**config.mk**
```make
export PLATFORM = sky130hd
export DESIGN_NAME = hazard_ctrl
export DESIGN_NICKNAME = d
export VERILOG_FILES = /design/src/rtl/hazard_ctrl.sv
export SDC_FILE = /design/constraint.sdc
export NUM_CORES = 1
export LEC_CHECK = 0
export BUFFER_PORTS_ARGS = -buffer_cell sky130_fd_sc_hd__buf_2
export CAP_MARGIN = 20
export CORE_AREA = 2 2 66 56
export CTS_BUF_LIST = sky130_fd_sc_hd__clkbuf_16
export CTS_CLUSTER_DIAMETER = 120
export DETAILED_ROUTE_END_ITERATION = 8
export DIE_AREA = 0 0 68 58
export SETUP_SLACK_MARGIN = 0.3
export SLEW_MARGIN = 0
export SYNTH_ARGS = -nofsm -noshare
export SYNTH_HDL_FRONTEND = slang
export SYNTH_SLANG_ARGS = --single-unit
```
**constraint.sdc**
```tcl
create_clock -name clk -period 2.8 [get_ports clk]
set_input_delay 0.14 -clock clk [delete_from_list [all_inputs] [get_ports clk]]
set_output_delay 0.14 -clock clk [all_outputs]
set_load 0.03 [all_outputs]
```
**src/rtl/hazard_ctrl.sv**
```systemverilog
// Hazard and sequencing controller for the 5-stage RV64 pipeline: E-stage forwarding
// selects, stall/flush enables, post-reset flush sequence and data-memory timeout watchdog.
module hazard_ctrl #(
    parameter int RESET_FLUSH_CYCLES = 3,
    parameter int MEM_TIMEOUT        = 15
) (
    input  logic       clk,
    input  logic       rst_n,
    input  logic [4:0] rs1_d,
    input  logic [4:0] rs2_d,
    input  logic [4:0] rs1_e,
    input  logic [4:0] rs2_e,
    input  logic [4:0] rd_e,
    input  logic       result_src_e,
    input  logic       pc_src_e,
    input  logic [4:0] rd_m,
    input  logic       reg_write_m,
    input  logic [4:0] rd_w,
    input  logic       reg_write_w,
    input  logic       mem_req_m,
    input  logic       mem_ack_m,
    output logic [1:0] forward_a_e,
    output logic [1:0] forward_b_e,
    output logic       stall_f,
    output logic       stall_d,
    output logic       stall_e,
    output logic       stall_m,
    output logic       flush_d,
    output logic       flush_e,
    output logic       mem_timeout_err
);

    localparam int IW = $clog2(RESET_FLUSH_CYCLES + 1);
    localparam int WW = $clog2(MEM_TIMEOUT + 1);
    localparam logic [IW-1:0] INIT_LAST = IW'(RESET_FLUSH_CYCLES - 1);
    localparam logic [WW-1:0] WAIT_MAX  = WW'(MEM_TIMEOUT);

    typedef enum logic [1:0] {
        ST_INIT     = 2'd0,
        ST_RUN      = 2'd1,
        ST_MEM_WAIT = 2'd2,
        ST_ERR      = 2'd3
    } state_t;

    state_t          state_r;
    state_t          state_s;
    logic [IW-1:0]   init_cnt_r;
    logic [IW-1:0]   init_cnt_s;
    logic [WW-1:0]   wait_cnt_r;
    logic [WW-1:0]   wait_cnt_s;
    logic            err_r;
    logic            err_s;
    logic            lw_stall_s;
    logic [1:0]      fwd_a_s;
    logic [1:0]      fwd_b_s;

    // M-stage result has priority over W-stage; x0 is never forwarded.
    function automatic logic [1:0] fwd_sel(input logic [4:0] rs,
                                           input logic [4:0] rdm, input logic wm,
                                           input logic [4:0] rdw, input logic ww);
        logic [1:0] sel;
        if ((rs != 5'd0) && (rs == rdm) && wm) begin
            sel = 2'b10;
        end else if ((rs != 5'd0) && (rs == rdw) && ww) begin
            sel = 2'b01;
        end else begin
            sel = 2'b00;
        end
        return sel;
    endfunction

    assign fwd_a_s    = fwd_sel(rs1_e, rd_m, reg_write_m, rd_w, reg_write_w);
    assign fwd_b_s    = fwd_sel(rs2_e, rd_m, reg_write_m, rd_w, reg_write_w);
    assign lw_stall_s = result_src_e && (rd_e != 5'd0) && ((rd_e == rs1_d) || (rd_e == rs2_d));
    assign mem_timeout_err = err_r;

    // State, counters and sticky error register with synchronous reset.
    always_ff @(posedge clk) begin
        if (!rst_n) begin
            state_r    <= ST_INIT;
            init_cnt_r <= '0;
            wait_cnt_r <= '0;
            err_r      <= 1'b0;
        end else begin
            state_r    <= state_s;
            init_cnt_r <= init_cnt_s;
            wait_cnt_r <= wait_cnt_s;
            err_r      <= err_s;
        end
    end

    // Next-state, counter updates and stall/flush/forward decode.
    always_comb begin
        state_s     = state_r;
        init_cnt_s  = init_cnt_r;
        wait_cnt_s  = wait_cnt_r;
        err_s       = err_r;
        forward_a_e = 2'b00;
        forward_b_e = 2'b00;
        stall_f     = 1'b0;
        stall_d     = 1'b0;
        stall_e     = 1'b0;
        stall_m     = 1'b0;
        flush_d     = 1'b0;
        flush_e     = 1'b0;
        if (!rst_n) begin
            flush_d = 1'b1;
            flush_e = 1'b1;
        end else begin
            case (state_r)
                ST_INIT: begin
                    stall_f = 1'b1;
                    flush_d = 1'b1;
                    flush_e = 1'b1;
                    if (init_cnt_r == INIT_LAST) begin
                        state_s = ST_RUN;
                    end else begin
                        init_cnt_s = init_cnt_r + IW'(1);
                    end
                end
                ST_RUN: begin
                    forward_a_e = fwd_a_s;
                    forward_b_e = fwd_b_s;
                    if (mem_req_m && !mem_ack_m) begin
                        stall_f    = 1'b1;
                        stall_d    = 1'b1;
                        stall_e    = 1'b1;
                        stall_m    = 1'b1;
                        state_s    = ST_MEM_WAIT;
                        wait_cnt_s = WW'(1);
                    end else begin
                        stall_f = lw_stall_s;
                        stall_d = lw_stall_s;
                        flush_d = pc_src_e;
                        flush_e = lw_stall_s || pc_src_e;
                    end
                end
                ST_MEM_WAIT: begin
                    forward_a_e = fwd_a_s;
                    forward_b_e = fwd_b_s;
                    if (mem_ack_m) begin
                        // Frozen stages resume this cycle, so hazards apply again.
                        stall_f    = lw_stall_s;
                        stall_d    = lw_stall_s;
                        flush_d    = pc_src_e;
                        flush_e    = lw_stall_s || pc_src_e;
                        state_s    = ST_RUN;
                        wait_cnt_s = '0;
                    end else begin
                        stall_f = 1'b1;
                        stall_d = 1'b1;
                        stall_e = 1'b1;
                        stall_m = 1'b1;
                        if (wait_cnt_r == WAIT_MAX) begin
                            state_s = ST_ERR;
                            err_s   = 1'b1;
                        end else begin
                            wait_cnt_s = wait_cnt_r + WW'(1);
                        end
                    end
                end
                ST_ERR: begin
                    stall_f = 1'b1;
                    stall_d = 1'b1;
                    stall_e = 1'b1;
                    stall_m = 1'b1;
                    err_s   = 1'b1;
                end
                default: begin
                    state_s = ST_INIT;
                end
            endcase
        end
    end

endmodule
```
==> run metrics <==
period utilization=75.37%; Global Route Usage Sum=roughly 17%; R2R setup slack=~1 ns; synth warn=0; Worst VDD drop=approximately 0.00042 V; setup_tns=0 ns; final core occ=approximately 45%; TritonCTS Buffers=3; Layout area overhead=33.37%; Reg-to-Reg End=wait_cnt_r[1]; Design Area, Final=about 1500 um^2; post-synthesis cell type count=40; top cells by area, synth=dfxtp_1, xnor2_1, xor2_1; Root Buffer=clkbuf_16; IO buf count=53; H-Tree Depth=1; CP required=around 2.7 ns; first-pass GRT wire length=~5000 um; relative slew slack=63.67%; Slew @ Worst Pin=around 0.54 ns; static leakage=approximately 0.66 nW; clk buf depth=2; pwr/cell area=approximately 560 nW/um^2; starting density of the core=about 34%; Final nets=236; DRT Pass-1 Iters=4; max_cap viols=0; Hold Fails Final Rpt=0; Met1 Wirelength=around 1400 um; GP Congestion=0.8534; hpwl dp=between 2000 and 3000 um; Cell Rows=19; DR vias/cell=~5; crit-path max FO=7; hold depth=2; FF-to-FF path depth=6; DR vias=roughly 1200; Die ar.=approximately 4000 um^2; final WL=between 3000 and 4000 um; synthesized flop and latch total=9; remaining antenna violation count=0; min-delay src=rst_n; CP Capture Type=primary output; leading area contributor after synthesis=dfxtp_1; share of post-route cells with drive strength above 1=a little over a third; Final Max Slew Viols=0; HP Class=primary input to register; RSZ-0062 raised after global routing=false; Clock transition at path regs=about 0.04 ns; critical path type=register to primary output; hold endpoint=wait_cnt_r[0]; run status=finished clean; Setup Viol. Count Final=0; min Tclk post-route=2.110 ns; Synth top area share=16.29%; register area share after synthesis=16.29%; Post-CTS Setup Inserts=0; largest net degree at the start of global routing=19; DRT iter0 DRCs=20; synthesized cell area=between 1000 and 1500 um^2; I/O Pins=54; DRC viols=0; TritonCTS clock tree=built; Sink Count=9; DIE WIDTH=roughly 68 um; clock skew=~0.0013 ns; Routed WL per cell=13.59 um; syn_area_per_cell=about 8.4 um^2; via count of the first global-routing pass=1174; # hold bufs at CTS=0; Worst Setup Start Kind=register; Met2 Routed Length=1552 um; fmax=approximately 0.47 GHz; FF-to-FF Start=state_r[0]; Critical Path AT=a little under 2 ns; post-synthesis cell count=132; placed cell areas=approximately 1400 um^2; # resized after CTS=0; Worst-Skew Late Latency=~0.23 ns; Die Span Y=about 58 um; Syn Nets=around 180; core area=3281 um^2; Top Layer Used=met4; antenna violations before repair=0; gr ovfl total=0; ANT cells=0; met3 WL post-DR=114 um
how the worst max path moves through the flow:
stage / startpoint / end / slack (ns) / cells past startpoint
floorplan: state_r[0] / stall_m / 0.69 / 8
global placement: state_r[1] / flush_e / 1.06 / 6
detailed placement: state_r[1] / flush_e / 0.96 / 6
CTS: state_r[1] / flush_e / 0.71 / 6
global route: state_r[1] / flush_e / 0.59 / 6
finish: state_r[1] / flush_e / 0.69 / 6
metal layers:
layer	up-vias	GRT usage (%)
met5	-	0
met4	0	4.286
met3	4	2.718
met2	34	29.82
met1	546	20.24
li1	576	-
stage by stage:
stage | setup slack (ns) | hold slack (ns) | total power [mW] | cells
final | 0.6896 | 0.2885 | 0.8191 | 227
after global routing | 0.5930 | 0.3172 | 0.8813 | 227
after CTS | 0.7120 | 0.2887 | 0.8288 | 227
after detailed placement | 0.9631 | 0.4687 | 0.5781 | 223
after global placement | 1.060 | 0.4631 | 0.5591 | 223
after floorplan | 0.6852 | 0.3302 | 0.4544 | 132
synth_stat cells (all sizes together):
cell	number
inv	5
or4	3
xor2	14
ha	7
nand4	4
o31a	2
nor2b	3
o21ai	4
dfxtp	9
o211ai	2
clkbuf	1
a31o	1
and2	3
nand3	5
a211oi	1
nor3b	2
buf	3
a22oi	1
a21oi	2
xnor2	19
a21boi	1
nor3	3
nor4	5
nand2b	2
o21a	1
a2111o	2
and3	3
o311ai	1
o211a	2
nor4b	1
mux2i	2
nand2	8
nor2	10
final cells by class:
cell class,count,area (um^2)
fill,330,1805
inverter,5,18.77
tap,42,52.55
clock inverter,1,3.754
clock buffer,3,75.07
multi-input combinational,114,879.6
timing repair buffer,53,265.3
sequential,9,180.2
power by group:
group / internal, mW / switching, mW / total [mW]
Clock: 0.186 / 0.0567 / 0.243
Sequential: 0.154 / 0.0173 / 0.171
Combinational: 0.173 / 0.232 / 0.405
Total: 0.513 / 0.306 / 0.819
placed cells by master (no fill, tap or decap), types with 2 or more instances in the layout:
cell / instances
buf_2: 53
xnor2_1: 19
xor2_1: 14
dfxtp_1: 9
nand2_1: 8
nor2_1: 8
ha_1: 7
inv_1: 6
nand3_1: 5
nand4_1: 4
nor4_1: 3
and3_1: 3
o21ai_0: 3
nor3_1: 3
nor2b_1: 3
and2_1: 3
clkbuf_16: 3
or4_4: 2
nor2_4: 2
nor4_2: 2
a21oi_1: 2
a2111o_1: 2
o211ai_1: 2
o31a_1: 2
nand2b_1: 2
mux2i_1: 2
o211a_1: 2
cell families after synthesis:
| family | Yosys count | share of synthesized area, % |
|---|---|---|
| AO/OA/AOI/OAI | 20 | 14.82 |
| XOR/XNOR | 33 | 26.13 |
| adder cells (fa/ha/maj) | 7 | 7.918 |
| buffers and inverters | 9 | 4.185 |
| flip-flops | 9 | 16.29 |
| multiplexers | 2 | 1.810 |
| AND/OR/NAND/NOR | 52 | 28.85 |
worst max-delay path, stage by stage, from the launching register on:
cell and delay (ns):
dfxtp_1 0.32, inv_1 0.12, ha_1 0.32, o21ai_0 0.21
a2111o_1 0.41, o211ai_1 0.12, buf_2 0.24
sequential cells by signal, summed over array words and instances (netlist names):
name	count
mem_timeout_err	1
state_r	2
wait_cnt_r	4
init_cnt_r	2
No activity file was read; power rests on OpenSTA's default activity.
